===== config.mk =====
export PLATFORM = sky130hd
export DESIGN_NAME = alu_arbiter
export DESIGN_NICKNAME = d
export VERILOG_FILES = /design/src/rtl/alu_arbiter.sv
export SDC_FILE = /design/constraint.sdc
export NUM_CORES = 1
export LEC_CHECK = 0
export ABC_AREA = 1
export CAP_MARGIN = 30
export CORE_ASPECT_RATIO = 1.2
export CORE_MARGIN = 2
export CORE_UTILIZATION = 39
export CTS_CLUSTER_DIAMETER = 50
export CTS_CLUSTER_SIZE = 25
export DETAILED_ROUTE_END_ITERATION = 8
export GPL_TIMING_DRIVEN = 0
export PLACE_DENSITY_LB_ADDON = 0.15
export SLEW_MARGIN = 20
export SYNTH_ARGS = -nofsm -noshare
export SYNTH_HDL_FRONTEND = slang
export SYNTH_SLANG_ARGS = --single-unit

===== constraint.sdc =====
create_clock -name clk -period 8 [get_ports clk]
set_input_delay 2 -clock clk [delete_from_list [all_inputs] [get_ports clk]]
set_output_delay 2 -clock clk [all_outputs]
set_load 0.1 [all_outputs]

===== src/rtl/alu_arbiter.sv =====
// alu_arbiter: two-requester round-robin front end for a shared combinational
// ALU. One operation is in flight at a time: IDLE arbitrates, EXEC lets the ALU
// settle on registered operands, RESP holds the tagged result until consumed.

// Combinational ALU: operands zero-extended to RES_W, results modulo 2^RES_W.
module alu #(
    parameter int DATA_WIDTH = 3,
    parameter int RES_W      = 2*DATA_WIDTH+1
) (
    input  logic [2:0]            sel,
    input  logic [DATA_WIDTH-1:0] in0,
    input  logic [DATA_WIDTH-1:0] in1,
    output logic [RES_W-1:0]      out,
    output logic                  dz
);
    logic [RES_W-1:0] a, b;

    // opcode decode; div/mod by zero yield 0 and raise dz
    always_comb begin
        a   = {{(RES_W-DATA_WIDTH){1'b0}}, in0};
        b   = {{(RES_W-DATA_WIDTH){1'b0}}, in1};
        dz  = ((sel == 3'd3) || (sel == 3'd7)) && (in1 == '0);
        out = '0;
        case (sel)
            3'd0: out = a + b;
            3'd1: out = a - b;
            3'd2: out = a * b;
            3'd3: out = dz ? '0 : a / b;
            3'd4: out = a & b;
            3'd5: out = a | b;
            3'd6: out = a ^ b;
            default: out = dz ? '0 : a % b;
        endcase
    end
endmodule

module alu_arbiter #(
    parameter int DATA_WIDTH = 3,
    parameter int RES_W      = 2*DATA_WIDTH+1
) (
    input  logic                  clk,
    input  logic                  rst_n,
    input  logic [1:0]            req_valid,
    output logic [1:0]            req_ready,
    input  logic [2:0]            req0_sel,
    input  logic [DATA_WIDTH-1:0] req0_in0,
    input  logic [DATA_WIDTH-1:0] req0_in1,
    input  logic [2:0]            req1_sel,
    input  logic [DATA_WIDTH-1:0] req1_in0,
    input  logic [DATA_WIDTH-1:0] req1_in1,
    output logic                  rsp_valid,
    input  logic                  rsp_ready,
    output logic                  rsp_id,
    output logic [RES_W-1:0]      rsp_data,
    output logic                  rsp_dz
);
    localparam logic [1:0] IDLE = 2'd0;
    localparam logic [1:0] EXEC = 2'd1;
    localparam logic [1:0] RESP = 2'd2;

    logic [1:0]                  state;
    logic                        last_grant;
    logic                        gnt_id;
    logic                        accept;
    logic [1:0][2:0]             sel_a;
    logic [1:0][DATA_WIDTH-1:0]  in0_a, in1_a;
    logic [2:0]                  op_sel;
    logic [DATA_WIDTH-1:0]       op_in0, op_in1;
    logic                        op_id;
    logic [RES_W-1:0]            alu_out;
    logic                        alu_dz;

    assign sel_a = {req1_sel, req0_sel};
    assign in0_a = {req1_in0, req0_in0};
    assign in1_a = {req1_in1, req0_in1};

    // grant: lone requester wins; on a tie the one not granted last wins
    always_comb begin
        gnt_id    = (req_valid == 2'b11) ? ~last_grant : req_valid[1];
        req_ready = '0;
        if (state == IDLE && req_valid != 2'b00)
            req_ready = 2'b01 << gnt_id;
        accept    = |(req_valid & req_ready);
    end

    assign rsp_valid = (state == RESP);

    alu #(.DATA_WIDTH(DATA_WIDTH), .RES_W(RES_W)) u_alu (
        .sel (op_sel),
        .in0 (op_in0),
        .in1 (op_in1),
        .out (alu_out),
        .dz  (alu_dz)
    );

    // sequencer: latch operands on accept, capture result after EXEC
    always_ff @(posedge clk or negedge rst_n) begin
        if (!rst_n) begin
            state      <= IDLE;
            last_grant <= 1'b1;
            op_sel     <= '0;
            op_in0     <= '0;
            op_in1     <= '0;
            op_id      <= 1'b0;
            rsp_id     <= 1'b0;
            rsp_data   <= '0;
            rsp_dz     <= 1'b0;
        end else begin
            case (state)
                IDLE: if (accept) begin
                    op_sel     <= sel_a[gnt_id];
                    op_in0     <= in0_a[gnt_id];
                    op_in1     <= in1_a[gnt_id];
                    op_id      <= gnt_id;
                    last_grant <= gnt_id;
                    state      <= EXEC;
                end
                EXEC: begin
                    rsp_data <= alu_out;
                    rsp_dz   <= alu_dz;
                    rsp_id   <= op_id;
                    state    <= RESP;
                end
                RESP: if (rsp_ready) state <= IDLE;
                default: state <= IDLE;
            endcase
        end
    end
endmodule


# Word-level counts from Yosys, hierarchy flattened
# Cells that the tools add are included.
# op_classes
order_cmp	1
muxes	14
n_reduce_logical	10
shifts	1
bitwise_logic	5
div	2
add_sub_neg	2
n_eq_ne	12
multipliers	1
# op_table
cell	n
$pmux 7 s7	1
$mux 3	6
$mux 7	2
$eq 3x3->1 const B	4
$div 3x3->7	1
$mod 3x3->7	1
$eq 3x2->1 const B	2
$logic_not 3->1	2
$mul 3x3->6	1
$mux 2	3
$pmux 2 s3	1
$add 3x3->4	1
$eq 2x2->1 const B	2
$reduce_and 2->1	2
$sub 3x3->4	1
$and 3x3->3	1
$eq 3x1->1 const B	1
$or 3x3->3	1
$xor 3x3->3	1
$and 2x2->2	1
$eq 2x1->1 const B	1
$logic_and 1x1->1	2
$logic_not 2->1	1
$lt 1x2->1 const B	1
8 further kinds	8
# totals
regBits	22
out_inout_bits	12
elab_cells	57
input_bits	23

# Logic depth before layout (Yosys ltp)
# depth
ltp_word	8
mapped_depth	46
mapped_depth_nobuf	46

# Modules after synthesis
# Synthesis repeated with hierarchy kept, for this count alone.
# unflattened
cells_unflattened	432
area_unflattened_um2	3047.9
# modules_own_cells
module	seq_area_each_um2	area_per_inst_um2	instances	cells_each
alu	0.0	1995.7	1	305
alu_arbiter	551.8	1052.3	1	127

# Worst setup path after synthesis
# Ideal clock, no wire load.
# synth_path
path_type	flip-flop to flip-flop
from	reg op_in1[1]
to	reg rsp_data[4]
arrival_time_ps	6451
stages_incl_launch_ff	41
path_slack_ps	1471
n_path_buf	0
required_time_ps	7922
period_less_slack_ps	6529
path_cell_list	dfrtp_1 inv_1 ha_1 nand3_1 nand3_2 nand2_2 inv_1 ha_1 nand2_1 nand3_1 nor2_1 nor2_1 ha_1 inv_1 o21bai_1 a21oi_4 a21oi_1 ha_1 (+5 left out) nand3_4 nor2_1 a21oi_1 ha_1 a21oi_1 o21ai_0 inv_1 nand4_4 o21ai_0 inv_1 fa_1 nand2_1 inv_1 or2_2 nor2_2 xor2_1 nand3_1 a21oi_1
# synth_between
elab_chain_len	4
word_cells_on_any_way	9
# synth_lines
element	line	rtl
start, declared	68	logic [DATA_WIDTH-1:0] op_in0, op_in1;
start signal, assigned	113	op_in1 <= in1_a[gnt_id];
branches (longest 3 deep; another with $mod 3x3->7)	--	
$pmux 7 s7 (*)	24	case (sel)
end signal, assigned	119	rsp_data <= alu_out;
end, declared	54	output logic [RES_W-1:0] rsp_data,
# Every way passes the cells marked *.
# A chain may end at the register's enable or synchronous reset.

# Worst setup path in the final report
# layout_path
from	reg op_in1[0]
to	reg rsp_data[4]
# Same word-level chain as after synthesis.

==> results.md <==
* CP Max Fanout at 8
* Post-synthesis area per instance at 7.25 µm²
* Worst Path Buf+Inv at 8
* WP depth at 40
* Non-Filler Instances at 519
* Crit path largest cell delay at 0.50 ns
* Area grow syn2layout at 22.4%
* Worst Setup Start Kind: register
* Dpl cells at 507
* CTS tree: done
* Met2 Usage GRT at 29.5%
* Initial core utilization at 40.4%
* Netlist Area Pre-Place at 2770 µm²
* Die area at 7790 µm²
* Worst EP required at 8.18 ns
* Final Max Tran Viols at 0
* Post-synthesis register bit count at 22
* Worst-case reg-to-reg path depth at 40
* Top cell family by delay on the critical path: simple AND/OR/NAND/NOR gates
* Routed WL at 6460 µm
* Hold crit path type: reg2reg
* Wirelength per Cell at 12.5 µm
* Status: finished, final reports clean
* Share of the clock period used by the worst path at 91.0%
* Worst-skew pair later-pin latency at 0.27 ns
* Asr flop ratio synth at 100%
* RePlAce Congestion at 0.940
* Least-Margin Pin Slew at 0.970 ns
* Io pins at 35
* Clk slew on worst S/H paths at 0.09 ns
* Worst Setup End Kind: register
* H-tree Lvls at 1
* Synth warn at 0
* Most common flop cell mapped by yosys: dfrtp_1
* Vias at 2,579
* Crit path kind: reg2reg
* ANT nets after route at 0
* Layout cells sized above 1 at 13.2%
* Cell mode on critical path: inv_1
* Final nets at 496
* Post-Syn Instances at 382
* GRT met3 Usage at 1.97%
* TritonCTS Buffers at 3
* Largest net degree at the start of global routing at 16
* Initial antenna violation count at 0
* Final Setup Violations at 0
* N_diodes at 0
* Die outline height at 96.3 µm
* Chip Width at 80.9 µm
* Clock Skew at 0.0147 ns
* CP max stage cell: dfrtp_2
* Clock Path Buffers at 2
* Rel. slew slack at 35.1%
* Most used routing layer: met2
* Final hold violations at 0
* Seq/Total Area, Yosys at 19.9%
* Met1 Use GR at 22.1%
* First-pass GRT wire length at 10,500 µm
* Detailed Place HPWL at 5420 µm
* Critical path arrival at 7.46 ns
* Total global routing overflow at 0
* Core ar. at 6850 µm²
* Num rows at 33
* IO buf count at 34
* Distinct cell type count after synthesis at 45
* Sink Count at 22
* Root Buffer: clkbuf_8
* Total track usage at 16.9%
* FMAX at 137 MHz
* Minimum clock period at 7.28 ns
* Number of global-route vias before repair at 2,291
* Initial DRC count at 105
* Post-synth EDFFs at 0
* Hold-fix buffers, CTS at 0
* TritonRoute pass-1 iters at 5
* Avg Vias per Cell at 4.97
* Util after Layout at 49.5%
* Hold Path Depth at 2
* Max Cap Violations at 0
* DRC Markers at 0
[tightest hold or removal path: cells and delay by family (launching register included)]
family,cells,cell delay [ns]
flip-flops,1,0.38
AND/OR/NAND/NOR,2,0.10
[registers in the layout, summed over array words and instances, names as in the netlist]
signal / flops
state: 2
op_id: 1
last_grant: 1
rsp_data: 7
rsp_id: 1
rsp_dz: 1
op_in1: 3
op_sel: 3
op_in0: 3
[cell type report]
class | count | area, µm²
Buffer | 3 | 11.3
Clock buffer | 3 | 41.3
Clock inverter | 1 | 30.0
Fill cell | 729 | 3460
Inverter | 64 | 248
Multi-Input combinational cell | 296 | 1980
Sequential cell | 22 | 553
Tap cell | 87 | 109
Timing Repair Buffer | 43 | 415
[layer usage]
| metal | up-vias | routed length (µm) |
|---|---|---|
| met2 | 42 | 3260 |
| met4 | 0 | 102 |
| met1 | 1179 | 2870 |
| met5 | - | 0 |
| met3 | 10 | 235 |
| li1 | 1348 | - |
[cells in the final DEF, fill, tap and decap left out, drive strengths merged, types with 2 or more instances in the layout]
| cell type | instances |
|---|---|
| a21oi | 22 |
| a221oi | 2 |
| buf | 9 |
| clkbuf | 6 |
| clkdlybuf4s50 | 34 |
| clkinv | 2 |
| clkinvlp | 2 |
| conb | 4 |
| dfrtp | 21 |
| fa | 5 |
| ha | 35 |
| inv | 60 |
| nand2 | 98 |
| nand3 | 25 |
| nand3b | 2 |
| nand4 | 9 |
| nor2 | 37 |
| nor3 | 6 |
| o211ai | 9 |
| o21ai | 18 |
| o21bai | 4 |
| o22ai | 2 |
| or2 | 2 |
| xnor2 | 2 |
| xor2 | 6 |
[cell usage after synthesis, types with 3 or more instances]
cell,n,area [µm²]
o211ai_1,9,67.6
nand2_4,6,67.6
o21bai_1,3,22.5
fa_1,5,100
ha_1,35,438
nor3_1,6,30.0
nand2_1,83,312
dfrtp_1,21,526
nand2_2,8,50.1
clkbuf_1,3,11.3
nand3_1,20,100
xor2_1,6,52.6
nand4_1,8,50.1
inv_2,4,15.0
inv_1,58,218
nand3_2,3,30.0
a21oi_1,19,95.1
nor2_2,4,25.0
o21ai_0,17,85.1
nor2_1,30,113
[per-stage QoR]
stage	area [µm²]	TNS, ns	worst slack (ns)	hold WS (ns)
2_1_floorplan	2780	0	1.47	0.448
3_5_place_dp	3240	0	0.384	0.465
3_3_place_gp	3230	0	0.496	0.458
6_report	3390	0	0.720	0.476
4_1_cts	3320	0	0.350	0.478
5_1_grt	3390	-0.0124	-0.0124	0.505
[cells by family (layout without fill, tap and decap cells)]
group	after synthesis	in the layout	synth area share (%)
other	1	4	0.135
adder cells (fa/ha/maj)	40	40	19.4
flip-flops	22	22	19.9
AND/OR/NAND/NOR	180	180	33.6
AO/OA/AOI/OAI	64	64	15.3
XOR/XNOR	8	8	2.53
buffers and inverters	67	114	9.08
[timing repair]
| action | CTS | global route |
|---|---|---|
| gates resized for setup | 0 | 6 |
| buffers inserted | 0 | 8 |
| setup endpoints to repair | 0 | 7 |
[worst paths after layout]
path	start	slack (ns)	endpoint
max	op_in1[0]	0.72	rsp_data[4]
min reg2reg	last_grant	0.48	last_grant
max reg2reg	op_in1[0]	0.72	rsp_data[4]
min	last_grant	0.48	last_grant
max in group asynchronous	rst_n	5.48	last_grant
min in group asynchronous	rst_n	2.03	rsp_data[6]
Power is not shown: default switching activity piles up to over one toggle a cycle in this logic, so the estimate is an artifact.
